--- config.mk ---
export PLATFORM = sky130hd
export DESIGN_NAME = datapath_run_ctrl
export DESIGN_NICKNAME = d
export VERILOG_FILES = /design/src/rtl/dp_ctrl_pkg.sv /design/src/rtl/dp_loop_detect.sv /design/src/rtl/datapath_run_ctrl.sv
export SDC_FILE = /design/constraint.sdc
export NUM_CORES = 1
export LEC_CHECK = 0
export CAP_MARGIN = 20
export CELL_PAD_IN_SITES_DETAIL_PLACEMENT = 2
export CELL_PAD_IN_SITES_GLOBAL_PLACEMENT = 2
export CORE_AREA = 3 3 128 130
export CTS_BUF_LIST = sky130_fd_sc_hd__clkbuf_8
export CTS_CLUSTER_DIAMETER = 200
export DETAILED_ROUTE_END_ITERATION = 16
export DIE_AREA = 0 0 131 133
export GPL_TIMING_DRIVEN = 0
export PLACE_DENSITY_LB_ADDON = 0.3
export SYNTH_ARGS = -nofsm -noshare
export SYNTH_HDL_FRONTEND = slang
export SYNTH_SLANG_ARGS = --single-unit
--- constraint.sdc ---
create_clock -name clk -period 3.6 [get_ports clk]
set_clock_uncertainty 0.15 [all_clocks]
set_input_delay 0.36 -clock clk [delete_from_list [all_inputs] [get_ports clk]]
set_output_delay 0.36 -clock clk [all_outputs]
set_load 0.01 [all_outputs]
--- src/rtl/dp_ctrl_pkg.sv ---
// Shared encodings for the datapath run/halt/step sequencer.
// Latency: n/a (types and constants only).
// Backpressure: n/a.
package dp_ctrl_pkg;

  // Sequencer states; the values are visible on state_o for debug.
  typedef enum logic [2:0] {
    IDLE  = 3'd0,
    RSTDP = 3'd1,
    RUN   = 3'd2,
    STEP  = 3'd3,
    HALT  = 3'd4
  } state_e;

  // Reasons the sequencer stopped the datapath.
  localparam logic [2:0] CAUSE_NONE    = 3'd0;
  localparam logic [2:0] CAUSE_EXT     = 3'd1;
  localparam logic [2:0] CAUSE_LOOP    = 3'd2;
  localparam logic [2:0] CAUSE_TIMEOUT = 3'd3;
  localparam logic [2:0] CAUSE_STEP    = 3'd4;

  // Bits needed to hold values 0..n (at least one bit).
  function automatic int cnt_bits(input int n);
    return (n < 1) ? 1 : $clog2(n + 1);
  endfunction

endpackage

--- src/rtl/dp_loop_detect.sv ---
// Branch-to-self detector: counts consecutive committed cycles with pc_next == pc.
// Latency: loop_hit_o is combinational in the cycle that reaches LOOP_LIMIT.
// Backpressure: none; counter only moves when en_i is high, clr_i wins.
module dp_loop_detect
  import dp_ctrl_pkg::*;
#(
  parameter int LOOP_LIMIT = 4
) (
  input  logic        clk,
  input  logic        rst,
  input  logic        en_i,
  input  logic        clr_i,
  input  logic [31:0] pc_i,
  input  logic [31:0] pc_next_i,
  output logic        loop_hit_o
);

  localparam int LW = cnt_bits(LOOP_LIMIT);
  localparam logic [LW-1:0] LIMIT_V  = LW'(LOOP_LIMIT);
  localparam logic [LW:0]   LIMIT_V1 = (LW+1)'(LOOP_LIMIT);

  logic [LW-1:0] cnt_q, cnt_d;
  logic [LW:0]   cnt_inc;
  logic          self_br;

  assign self_br    = (pc_next_i == pc_i);
  assign cnt_inc    = {1'b0, cnt_q} + (LW+1)'(1);
  // The commit that makes the run LOOP_LIMIT long is the one that fires.
  assign loop_hit_o = en_i && self_br && (cnt_inc == LIMIT_V1);

  // Next run length: clear wins, otherwise grow on self-branch commits and
  // drop to zero on any other commit; hold when the datapath is stalled.
  always_comb begin
    cnt_d = cnt_q;
    if (clr_i) begin
      cnt_d = '0;
    end else if (en_i) begin
      if (!self_br)
        cnt_d = '0;
      else if (cnt_q != LIMIT_V)
        cnt_d = cnt_inc[LW-1:0];
    end
  end

  // Run-length register.
  always_ff @(posedge clk) begin
    if (rst) cnt_q <= '0;
    else     cnt_q <= cnt_d;
  end

endmodule

--- src/rtl/datapath_run_ctrl.sv ---
// Run/halt/single-step sequencer owning the datapath reset and advance enable.
// Latency: Moore outputs, one cycle from a control pulse to the new state.
// Backpressure: none; halt_req blocks step/resume, start always wins.
module datapath_run_ctrl
  import dp_ctrl_pkg::*;
#(
  parameter int RST_CYCLES = 2,
  parameter int LOOP_LIMIT = 4,
  parameter int MAX_CYCLES = 0,
  parameter int CNT_W      = 32
) (
  input  logic             clk,
  input  logic             rst,
  input  logic             start,
  input  logic             step,
  input  logic             resume,
  input  logic             halt_req,
  input  logic [31:0]      pc,
  input  logic [31:0]      pc_next,
  input  logic             branchfinal,
  output logic             dp_rst,
  output logic             dp_en,
  output logic             halted,
  output logic             busy,
  output logic [2:0]       halt_cause,
  output logic [2:0]       state_o,
  output logic [CNT_W-1:0] cycle_count,
  output logic [CNT_W-1:0] branch_count
);

  localparam int HW = cnt_bits(RST_CYCLES);
  localparam logic [HW-1:0]  HOLD_LAST = HW'(RST_CYCLES - 1);
  localparam logic [CNT_W:0] MAX_V     = (CNT_W+1)'(MAX_CYCLES);

  state_e           state_q, state_d;
  logic [2:0]       cause_q, cause_d;
  logic [HW-1:0]    hold_q, hold_d;
  logic [CNT_W-1:0] cycle_q, cycle_d;
  logic [CNT_W-1:0] branch_q, branch_d;
  logic             loop_hit;
  logic             tmo_hit;
  logic             loop_clr;

  // Moore decode of the registered state.
  assign dp_rst       = (state_q == RSTDP);
  assign dp_en        = (state_q == RUN) || (state_q == STEP);
  assign halted       = (state_q == HALT);
  assign busy         = (state_q == RSTDP) || (state_q == RUN) || (state_q == STEP);
  assign halt_cause   = cause_q;
  assign state_o      = state_q;
  assign cycle_count  = cycle_q;
  assign branch_count = branch_q;

  // Timeout fires on the commit that brings the cycle count to MAX_CYCLES.
  assign tmo_hit  = (MAX_CYCLES != 0) && dp_en &&
                    (({1'b0, cycle_q} + (CNT_W+1)'(1)) == MAX_V);
  // A fresh run starts with no loop history: on (re)start and on leaving HALT.
  assign loop_clr = start || ((state_q == HALT) && (state_d != HALT));

  dp_loop_detect #(
    .LOOP_LIMIT (LOOP_LIMIT)
  ) u_loop_detect (
    .clk        (clk),
    .rst        (rst),
    .en_i       (dp_en),
    .clr_i      (loop_clr),
    .pc_i       (pc),
    .pc_next_i  (pc_next),
    .loop_hit_o (loop_hit)
  );

  // Next-state, hold counter and halt cause; start outranks everything.
  always_comb begin
    state_d = state_q;
    cause_d = cause_q;
    hold_d  = hold_q;
    if (start) begin
      state_d = RSTDP;
      hold_d  = '0;
      cause_d = CAUSE_NONE;
    end else begin
      case (state_q)
        IDLE: begin
          if (!halt_req && step) state_d = STEP;
        end
        RSTDP: begin
          if (hold_q == HOLD_LAST) state_d = RUN;
          else                     hold_d  = hold_q + 1'b1;
        end
        RUN: begin
          if (halt_req) begin
            state_d = HALT;
            cause_d = CAUSE_EXT;
          end else if (loop_hit) begin
            state_d = HALT;
            cause_d = CAUSE_LOOP;
          end else if (tmo_hit) begin
            state_d = HALT;
            cause_d = CAUSE_TIMEOUT;
          end
        end
        STEP: begin
          state_d = HALT;
          if (loop_hit)     cause_d = CAUSE_LOOP;
          else if (tmo_hit) cause_d = CAUSE_TIMEOUT;
          else              cause_d = CAUSE_STEP;
        end
        HALT: begin
          if (!halt_req) begin
            if (step) begin
              state_d = STEP;
              cause_d = CAUSE_NONE;
            end else if (resume) begin
              state_d = RUN;
              cause_d = CAUSE_NONE;
            end
          end
        end
        default: begin
          state_d = IDLE;
          cause_d = CAUSE_NONE;
        end
      endcase
    end
  end

  // Event counters: cleared on (re)start, saturating increments on commits.
  always_comb begin
    cycle_d  = cycle_q;
    branch_d = branch_q;
    if (start) begin
      cycle_d  = '0;
      branch_d = '0;
    end else if (dp_en) begin
      if (cycle_q != '1)                  cycle_d  = cycle_q + 1'b1;
      if (branchfinal && branch_q != '1) branch_d = branch_q + 1'b1;
    end
  end

  // State and counter registers.
  always_ff @(posedge clk) begin
    if (rst) begin
      state_q  <= IDLE;
      cause_q  <= CAUSE_NONE;
      hold_q   <= '0;
      cycle_q  <= '0;
      branch_q <= '0;
    end else begin
      state_q  <= state_d;
      cause_q  <= cause_d;
      hold_q   <= hold_d;
      cycle_q  <= cycle_d;
      branch_q <= branch_d;
    end
  end

endmodule

==> results of run 1 <==
==> flip-flops by register name, indices dropped and copies added (netlist names) <==
| register | count |
|---|---|
| cycle_count | 32 |
| u_loop_detect.cnt_q | 3 |
| hold_q | 2 |
| halt_cause | 3 |
| state_o | 3 |
| branch_count | 32 |
==> per-layer routing <==
layer	vias to the layer above	routed length [um]	GRT usage
li1	2282	-	-
met1	2373	7134	0.2325
met2	109	8346	0.3397
met3	14	756	0.03876
met4	0	149	0.04000
met5	-	0	0
==> kinds of logic (layout without fill, tap and decap cells) <==
kind of cell             Yosys count  after routing  share of synthesized area
adder cells (fa/ha/maj)            5              5                    0.01462
multiplexers                       1              1                   0.002339
flip-flops                        75             75                     0.3508
AO/OA/AOI/OAI                    128            128                     0.1874
AND/OR/NAND/NOR                  235            235                     0.3066
XOR/XNOR                          50             50                     0.1023
buffers and inverters             37            197                    0.03595
==> layout by cell type, fill, tap and decap left out, types with 4 or more instances in the layout <==
master	synthesis	final
and3_1	8	8
inv_1	13	14
nand3b_1	4	4
a211oi_1	9	9
clkdlybuf4s50_1	0	144
buf_2	5	5
a31oi_1	5	5
clkbuf_8	0	9
a21oi_1	42	42
nor4_1	12	12
nand2_1	44	44
or4_1	10	10
clkbuf_1	17	17
nand3_1	21	21
o31ai_1	9	9
o21ai_0	30	30
nor3_1	8	8
o211ai_1	6	6
or3_1	31	31
and4_1	7	7
dfxtp_1	75	75
and2_1	6	6
xnor2_1	48	48
nor2_1	36	36
nand4_1	26	26
ha_1	5	5
==> critical path, delay by kind of cell (launching register included) <==
family	cells	cell delay, ns
compound gates	3	1.19
buf+inv	3	0.57
flops	1	0.31
simple gates	2	0.59
==> power by group through the flow <==
stage          logic (uW)  clock network (uW)  registers (uW)
3_5_place_dp          193                   0             855
4_1_cts               194                 768             835
5_1_grt               208                 802             836
2_1_floorplan        72.4                   0             855
3_3_place_gp          185                   0             855
6_report              191                 742             835
==> cells in the mapped netlist (5+ instances only) <==
cell type | instances | area, sq um
dfxtp_1 | 75 | 1501
xnor2_1 | 48 | 420.4
nand2_1 | 44 | 165.2
a21oi_1 | 42 | 210.2
nor2_1 | 36 | 135.1
or3_1 | 31 | 193.9
o21ai_0 | 30 | 150.1
nand4_1 | 26 | 162.7
nand3_1 | 21 | 105.1
clkbuf_1 | 17 | 63.81
inv_1 | 13 | 48.80
nor4_1 | 12 | 75.07
or4_1 | 10 | 75.07
a211oi_1 | 9 | 67.56
o31ai_1 | 9 | 67.56
and3_1 | 8 | 50.05
nor3_1 | 8 | 40.04
and4_1 | 7 | 61.31
and2_1 | 6 | 37.54
o211ai_1 | 6 | 45.04
a31oi_1 | 5 | 31.28
buf_2 | 5 | 25.02
ha_1 | 5 | 62.56
==> stage by stage <==
step / setup slack (ns) / area (sq um) / power (uW) / util / cells
floorplan: 1.193 / 4280 / 927.0 / - / 531
finish: 0.6755 / 6203 / 1768 / 0.4066 / 902
CTS: 0.6320 / 6203 / 1797 / 0.4066 / 902
global placement: 0.6836 / 5986 / 1040 / 0.3923 / 886
detailed placement: 0.5636 / 5986 / 1048 / 0.3923 / 886
global route: 0.3788 / 6203 / 1846 / 0.4066 / 902
==> worst min path at each step <==
stage | to | depth (start not counted) | slack [ns] | startpoint
after CTS | u_loop_detect.cnt_q[0] | 2 | 0.35 | u_loop_detect.cnt_q[0]
after detailed placement | u_loop_detect.cnt_q[0] | 2 | 0.34 | u_loop_detect.cnt_q[0]
final | u_loop_detect.cnt_q[0] | 2 | 0.35 | u_loop_detect.cnt_q[0]
after floorplan | state_o[0] | 1 | 0.29 | rst
after global placement | u_loop_detect.cnt_q[1] | 2 | 0.32 | u_loop_detect.cnt_q[1]
after global routing | u_loop_detect.cnt_q[0] | 2 | 0.37 | u_loop_detect.cnt_q[0]
==> cell type report <==
cell class	instances	area, sq um	share of cell area
repair buffers	144	1441	0.2324
multi-input cells	419	2625	0.4232
plain buffers	24	105.1	0.01694
clock inverters	7	93.84	0.01513
inverters	13	48.80	0.007866
flip-flops and latches	75	1501	0.2420
clock buffers	9	123.9	0.01997
well taps	211	264.0	0.04256
==> metrics.md, run 1 <==
| Metric | Value |
|---|---|
| Achievable clock frequency | `341.9 MHz` |
| Root Driver | `clkbuf_8` |
| Netlist cell types | `57` |
| H-tree levels | `3` |
| Crit-path slowest cell | `a211oi_1` |
| Via Count | `~4800` |
| # DRC | `0` |
| Final Max Tran Viols | `0` |
| Area Growth Syn to Fin | `44.93%` |
| Clock insertion delay at the later pin of the skew report | `approximately 0.37 ns` |
| Setup Fix Bufs, Post-CTS | `0` |
| Total CTS buffers | `9` |
| Sequential power share | `0.472` |
| CP Capture Type | `register` |
| R2r setup slk | `slightly below 0.7 ns` |
| Max Cap Violations | `0` |
| Setup TNS | `0 ns` |
| Average cell area after synthesis | `8.061 sq um` |
| Initial antenna violation count | `0` |
| Area of the core | `15260 sq um` |
| Filler Cells Inserted | `1770` |
| Slew margin rel. | `0.3236` |
| R2R depth | `8` |
| Synthesis warning total | `0` |
| RD Place Congestion | `0.7796` |
| Row count | `45` |
| Total Routing Usage GR | `0.1901` |
| PortBufs | `144` |
| Power per cell area | `~280 nW/um^2` |
| Post-synth EDFFs | `0` |
| Status | `finished, final reports clean` |
| LEAKAGE | `~0.0019 uW` |
| Syn Inst Count | `531` |
| Fin. Hold Viols | `0` |
| Vias in the first global route | `between 5000 and 6000` |
| Fin nets | `roughly 760` |
| CTS Sinks | `between 70 and 80` |
| # diodes | `0` |
| Synth Cell Area | `4280 sq um` |
| CP Cell Sequence | `buf_2 > nand2b_1 > clkbuf_1 > inv_1 > nand4_1 > a211oi_1 > a21oi_1 > a31o_2` |
| First-pass GRT wire length | `around 27 mm` |
| Hold slack | `0.3483 ns` |
| Synth Register Bits | `75` |
| DIE AREA | `17420 sq um` |
| Slew at the pin with the worst max-slew slack | `1.005 ns` |
| Origin of the worst setup path | `state_o[2]` |
| Worst hold path class | `register to register` |
| Switch share | `0.2455` |
| RSZ-0062 raised after global routing | `false` |
| Startpoint types | `register` |
| WL/cell | `roughly 18 um` |
| Synth Flop Type | `dfxtp_1` |
| Comb power frac | `0.108` |
| Top Ports | `roughly 150` |
| Post-route minimum period | `2.925 ns` |
| Int Power | `~1300 uW` |
| Syn nets | `between 600 and 700` |
| Total Routed Length | `16.39 mm` |
| Critical Path Fanout Max | `10` |
| Worst r2r src | `state_o[2]` |
| CTS tree | `yes` |
| NetSw | `433.9 uW` |
| Final setup viols | `0` |
| Reg2reg end | `cycle_count[18]` |
| Initial core utilization | `0.2805` |
| Hold_buf cts | `0` |
| Sequential area share after synthesis | `0.3508` |
| Routed Antenna Nets | `0` |
| Fraction of layout instances using a drive strength above 1 | `0.05210` |
| Total global routing overflow | `0` |
| Drt pass-1 iters | `4` |
| Vias per cell | `approximately 5.3` |
| Pin count of the biggest net entering global routing | `14` |
| Critical path type | `register to register` |
| Post-cts gate resize count | `0` |
| Die H | `133 um` |
| Crit-path max cell delay | `0.79 ns` |
| Period utilisation layout | `0.8124` |
| Async SR Flop Fraction | `0` |
| Clock Power Share | `0.420` |
| Critical Path RT | `3.71 ns` |
| Initial detailed-routing violation count | `between 150 and 200` |
| Setup crit end | `cycle_count[18]` |
| Clk pin slew, worst setup/hold paths | `0.08 ns` |
| Maximum VDD drop | `about 0.15 mV` |
| Die width | `roughly 130 um` |
| CP Data Arrival Time | `3.03 ns` |
| CTS Buffer Depth | `2` |
| Hpwl dp | `between 10 and 15 mm` |
Power figures use the tool's default switching activity.
==> inputs of run 2 (changes only) <==
--- a/config.mk
+++ b/config.mk
@@ -8,11 +8,11 @@
 export CAP_MARGIN = 20
 export CELL_PAD_IN_SITES_DETAIL_PLACEMENT = 2
 export CELL_PAD_IN_SITES_GLOBAL_PLACEMENT = 2
-export CORE_AREA = 3 3 128 130
+export CORE_AREA = 3 3 138 140
 export CTS_BUF_LIST = sky130_fd_sc_hd__clkbuf_8
 export CTS_CLUSTER_DIAMETER = 200
 export DETAILED_ROUTE_END_ITERATION = 16
-export DIE_AREA = 0 0 131 133
+export DIE_AREA = 0 0 141 143
 export GPL_TIMING_DRIVEN = 0
 export PLACE_DENSITY_LB_ADDON = 0.3
 export SYNTH_ARGS = -nofsm -noshare
==> constraint.sdc (replaced) <==
create_clock -name clk -period 2.5 [get_ports clk]
set_clock_uncertainty 0.15 [all_clocks]
set_input_delay 0.25 -clock clk [delete_from_list [all_inputs] [get_ports clk]]
set_output_delay 0.25 -clock clk [all_outputs]
set_load 0.01 [all_outputs]
==> run 2 against run 1 <==
Against the previous run: sequential power grew 43%; flip-flop and latch count is the same; maximum frequency grew 19%; via count grew 2.7%; cell count grew 4.8%; largest power group unchanged; sequential share of layout area shrank 1.1 points; critical endpoint is now branch_count[31]; non-clock buffer count grew 26.
==> metrics.md, run 2 (synthesized netlist as in run 1, its figures left out) <==
| Metric | Value |
|---|---|
| CP Data Arrival Time | `2.61 ns` |
| LEAKAGE | `0.002115 uW` |
| Power per cell area | `395.9 nW/um^2` |
| PnR Total Power | `2656 uW` |
| Total Routing Usage GR | `0.1724` |
| R2R depth | `6` |
| Final setup viols | `0` |
| Status | `finished, final reports clean` |
| Filler Cells Inserted | `1994` |
| Clk pin slew, worst setup/hold paths | `around 0.09 ns` |
| Drt pass-1 iters | `4` |
| CTS Sinks | `75` |
| Hold_buf cts | `0` |
| WL/cell | `18.87 um` |
| Initial core utilization | `0.2383` |
| Die H | `143 um` |
| Routed Antenna Nets | `0` |
| Fin nets | `788` |
| Area Growth Syn to Fin | `56.71%` |
| Die width | `141 um` |
| Worst r2r src | `branch_count[11]` |
| Achievable clock frequency | `405.5 MHz` |
| Maximum VDD drop | `0.2152 mV` |
| Fin. Hold Viols | `0` |
| Hold slack | `0.3427 ns` |
| Reg2reg end | `branch_count[31]` |
| Hold EP | `u_loop_detect.cnt_q[0]` |
| Hpwl dp | `~13 mm` |
| Total Routed Length | `17.83 mm` |
| Vias per cell | `5.190` |
| Critical Path Fanout Max | `7` |
| Final Max Tran Viols | `0` |
| Clock insertion delay at the later pin of the skew report | `around 0.37 ns` |
| DP Worst Slack | `-0.4639 ns` |
| Root Driver | `clkbuf_8` |
| PortBufs | `144` |
| Top Ports | `145` |
| Critical Path RT | `2.65 ns` |
| Slew margin rel. | `0.5012` |
| First-pass GRT wire length | `28.04 mm` |
| Slack of the critical path | `0.03414 ns` |
| RD Place Congestion | `0.7976` |
| CTS tree | `yes` |
| Post-route minimum period | `2.466 ns` |
| Min-Delay Path Depth | `2` |
| DIE AREA | `20160 sq um` |
| Worst hold start | `u_loop_detect.cnt_q[0]` |
| Startpoint types | `register` |
| Initial detailed-routing violation count | `248` |
| Critical path type | `register to register` |
| Worst hold path class | `register to register` |
| Max Cap Violations | `0` |
| # diodes | `0` |
| Row count | `49` |
| # DRC | `0` |
| Most frequent cells in the layout | `clkdlybuf4s50_1 (144), dfxtp_1 (56), xnor2_1 (48), nand2_1 (43), a21oi_1 (36)` |
| Setup TNS | `0 ns` |
| Initial antenna violation count | `1` |
| Total global routing overflow | `0` |
| Via Count | `about 4900` |
| Period utilisation layout | `0.9863` |
| Commonest non-fill, non-tap cell in the layout | `clkdlybuf4s50_1` |
| R2r setup slk | `around 0.034 ns` |
| H-tree levels | `3` |
| Vias in the first global route | `5359` |
| Fraction of layout instances using a drive strength above 1 | `0.1620` |
| Total CTS buffers | `9` |
| Pin count of the biggest net entering global routing | `13` |
| Area of the core | `between 15000 and 20000 sq um` |
| CTS Buffer Depth | `2` |
| Slew at the pin with the worst max-slew slack | `0.7455 ns` |
| CP Capture Type | `register` |
==> run 2: worst max path at each step <==
stage / from / end / slack (ns) / cells after the start
3_5_place_dp: branch_count[8] / branch_count[13] / -0.46 / 8
6_report: branch_count[11] / branch_count[31] / 0.03 / 6
2_1_floorplan: branch_count[8] / branch_count[31] / 0.09 / 6
4_1_cts: cycle_count[7] / cycle_count[29] / -0.03 / 6
5_1_grt: cycle_count[2] / cycle_count[19] / -0.07 / 6
3_3_place_gp: rst / cycle_count[12] / -0.41 / 6
==> run 2: metal layers <==
metal	share of wire	global-route usage	wire (um)	up-vias
met5	0.00073	0	13	-
met3	0.038	0.03684	679	10
met2	0.53	0.3201	9373	94
met1	0.43	0.2050	7640	2463
met4	0.0068	0.03519	121	2
li1	-	-	-	2336
==> run 2: power by group <==
part | internal (uW) | switching [uW]
combinational | 165 | 114
clock | 684 | 502
sequential | 1190 | 4.97
==> run 2: through the flow <==
step                  util  area (sq um)  instances
CTS                 0.3596          6460        930
floorplan                -          4280        531
global route        0.3734          6708        945
global placement    0.3345          6008        904
finish              0.3734          6708        945
detailed placement  0.3345          6008        904
==> run 2: layout make-up <==
type,instances,area [sq um],share of cell area
buffer,21,120.1,0.01791
timing repair buffer,173,1662,0.2477
clock buffer,10,137.6,0.02052
tap,229,286.5,0.04272
inverter,13,48.80,0.007275
clock inverter,5,102.6,0.01530
multi-input combinational,419,2798,0.4171
sequential,75,1553,0.2315
==> run 2: critical path, stage by stage (launching register included) <==
cell and delay, ns:
dfxtp_4 0.38, nand4_4 0.13, or3_1 0.40, buf_4 0.17, or4_4 0.52, or4_1 0.51
a21oi_1 0.13
==> run 2: what timing repair did <==
item                       CTS  global route
setup buffers               13            14
pin swaps                    8            12
setup endpoints to repair   53            60
gates resized for setup     44            46
==> inputs of run 3 (changes only) <==
--- a/config.mk
+++ b/config.mk
@@ -8,11 +8,10 @@
 export CAP_MARGIN = 20
 export CELL_PAD_IN_SITES_DETAIL_PLACEMENT = 2
 export CELL_PAD_IN_SITES_GLOBAL_PLACEMENT = 2
-export CORE_AREA = 3 3 138 140
-export CTS_BUF_LIST = sky130_fd_sc_hd__clkbuf_8
+export CORE_AREA = 3 3 141 143
 export CTS_CLUSTER_DIAMETER = 200
 export DETAILED_ROUTE_END_ITERATION = 16
-export DIE_AREA = 0 0 141 143
+export DIE_AREA = 0 0 144 146
 export GPL_TIMING_DRIVEN = 0
 export PLACE_DENSITY_LB_ADDON = 0.3
 export SYNTH_ARGS = -nofsm -noshare
==> run 3 against run 2 <==
Against the previous run: flip-flop and latch count unchanged; maximum frequency increased by 1.7%; clock power up 22%; design area shrank 0.11%; non-clock buffer count is 10 lower; hold slack worse by 0.0066 ns; combinational power is essentially flat; register-to-register slack improved by 0.04 ns; clock-buffer cell count fell by 1; critical path depth did not move; largest power group is now the clock network; highest routed layer is now met4.
==> metrics.md, run 3 (synthesized netlist as in run 1, its figures left out) <==
| Metric | Value |
|---|---|
| Filler Cells Inserted | `2117` |
| LEAKAGE | `about 0.0021 uW` |
| Total CTS buffers | `9` |
| Origin of the worst setup path | `cycle_count[15]` |
| Drt pass-1 iters | `4` |
| Final setup viols | `0` |
| CTS tree | `yes` |
| Fin. Hold Viols | `0` |
| Clk pin slew, worst setup/hold paths | `0.06 ns` |
| Clock insertion delay at the later pin of the skew report | `about 0.35 ns` |
| Fin nets | `just under 800` |
| Commonest non-fill, non-tap cell in the layout | `clkdlybuf4s50_1` |
| WL/cell | `18.50 um` |
| Crit-path max cell delay | `~0.59 ns` |
| Slew margin rel. | `0.4958` |
| Power per cell area | `435.7 nW/um^2` |
| Root Driver | `clkbuf_16` |
| Setup crit end | `cycle_count[29]` |
| Initial detailed-routing violation count | `roughly 130` |
| Vias in the first global route | `~5300` |
| Startpoint types | `register` |
| Fraction of layout instances using a drive strength above 1 | `0.1443` |
| Period utilisation layout | `0.9699` |
| Area Growth Syn to Fin | `56.53%` |
| Footprint of the multi-input gates | `2780 sq um` |
| Total global routing overflow | `0` |
| Worst r2r src | `cycle_count[15]` |
| Worst hold path class | `register to register` |
| # diodes | `0` |
| Die width | `144 um` |
| PortBufs | `144` |
| CP Data Arrival Time | `2.54 ns` |
| Most frequent cells in the layout | `clkdlybuf4s50_1 (144), dfxtp_1 (56), xnor2_1 (48), nand2_1 (43), a21oi_1 (41)` |
| Crit-path slowest cell | `or4_4` |
| Slew at the pin with the worst max-slew slack | `around 0.75 ns` |
| Achievable clock frequency | `412.4 MHz` |
| Initial antenna violation count | `0` |
| Hpwl dp | `13.26 mm` |
| R2r setup slk | `0.08 ns` |
| Pin count of the biggest net entering global routing | `15` |
| Via Count | `between 4000 and 5000` |
| Max Cap Violations | `0` |
| Area after DPL | `~6000 sq um` |
| CP Cell Sequence | `nand4_4 > or4_4 > buf_8 > a2111o_1 > or4_1 > a21oi_1` |
| Status | `finished, final reports clean` |
| Final std cells w/o fill | `~940` |
| RD Place Congestion | `0.7680` |
| Total Routed Length | `about 17 mm` |
| Cell family with most CP delay | `simple AND/OR/NAND/NOR gates` |
| Critical Path Fanout Max | `7` |
| Critical Path RT | `about 2.6 ns` |
| H-tree levels | `3` |
| Reg2reg end | `cycle_count[29]` |
| Routed Antenna Nets | `0` |
| Vias per cell | `between 5 and 6` |
| Die H | `146 um` |
| DIE AREA | `21020 sq um` |
| # DRC | `0` |
| CTS Buffer Depth | `2` |
| CTS Sinks | `75` |
| CP Capture Type | `register` |
| Post-layout instance area | `6700 sq um` |
| Area of the core | `18710 sq um` |
| Initial core utilization | `0.2288` |
| Row count | `50` |
| Cells after DPL | `909` |
| RSZ-0062 raised after global routing | `false` |
| Final Max Tran Viols | `0` |
| FF+latch area | `1553 sq um` |
| Critical path type | `register to register` |
| Crit path buffers/inverters | `1` |
| Post-route minimum period | `between 2 and 2.5 ns` |
| Top Ports | `around 150` |
| First-pass GRT wire length | `28.01 mm` |
| Crit path depth | `6` |
| Maximum VDD drop | `0.3115 mV` |
| R2R depth | `6` |
| Total Routing Usage GR | `0.1657` |
-- run 3: cell types whose count changed in the layout (fill, tap and decap cells not counted), moves of 2 or more --
cell,before,now
inv_6,0,2
a2111oi_1,2,0
buf_6,3,0
clkbuf_8,10,1
clkinvlp_4,0,2
clkbuf_2,10,7
a21oi_2,6,1
a2111oi_0,0,2
buf_4,27,19
clkbuf_16,0,9
a21oi_1,36,41
-- run 3: report_power, final --
group / switching, uW / internal [uW]
logic: 117 / 165
clock network: 565 / 880
registers: 5.21 / 1190
-- run 3: stage by stage --
| step | worst slack (ns) | hold slack (ns) | power, uW | setup TNS [ns] | util |
|---|---|---|---|---|---|
| finish | 0.07536 | 0.3361 | 2919 | 0 | 0.3582 |
| global route | 0.004016 | 0.3602 | 3050 | 0 | 0.3582 |
| CTS | -0.02359 | 0.3300 | 2971 | -0.03172 | 0.3474 |
| detailed placement | -0.4980 | 0.3373 | 1512 | -21.93 | 0.3215 |
| global placement | -0.4062 | 0.3131 | 1499 | -17.84 | 0.3215 |
| floorplan | 0.09314 | 0.1793 | 1335 | 0 | - |
-- run 3: worst min-delay path by stage --
| stage | startpoint | to | cells after the start |
|---|---|---|---|
| finish | cycle_count[19] | cycle_count[19] | 1 |
| global route | cycle_count[19] | cycle_count[19] | 1 |
| CTS | cycle_count[19] | cycle_count[19] | 1 |
| detailed placement | u_loop_detect.cnt_q[0] | u_loop_detect.cnt_q[0] | 2 |
| global placement | u_loop_detect.cnt_q[1] | u_loop_detect.cnt_q[1] | 2 |
| floorplan | rst | state_o[0] | 1 |
-- run 3: area by class of cell --
type | instances | share of cell area
buffer | 21 | 0.01811
clock buffer | 9 | 0.03361
clock inverter | 7 | 0.01457
inverter | 13 | 0.007283
multi-input combinational | 419 | 0.4149
sequential | 75 | 0.2317
tap | 234 | 0.04370
timing repair buffer | 163 | 0.2360
-- run 3: per-layer routing --
metal	routed length (um)	global-route usage	vias to the layer above
li1	-	-	2330
met1	7522	0.2010	2402
met2	9011	0.2973	105
met3	741	0.04174	8
met4	132	0.02684	0
met5	0	0	-
-- run 3: repair_timing --
item | 4_1_cts | 5_1_grt
setup endpoints to repair | 54 | 57
gates resized for setup | 42 | 35
hold buffers | 0 | 0
pin swaps | 5 | 7
buffers inserted | 7 | 11
-- run 3: worst reg2reg max path, delay by kind of cell, from the launching register on --
kind / cells / cell delay [ns]
buffers and inverters: 1 / 0.16
flip-flops: 1 / 0.39
AO/OA/AOI/OAI: 2 / 0.51
AND/OR/NAND/NOR: 3 / 1.15
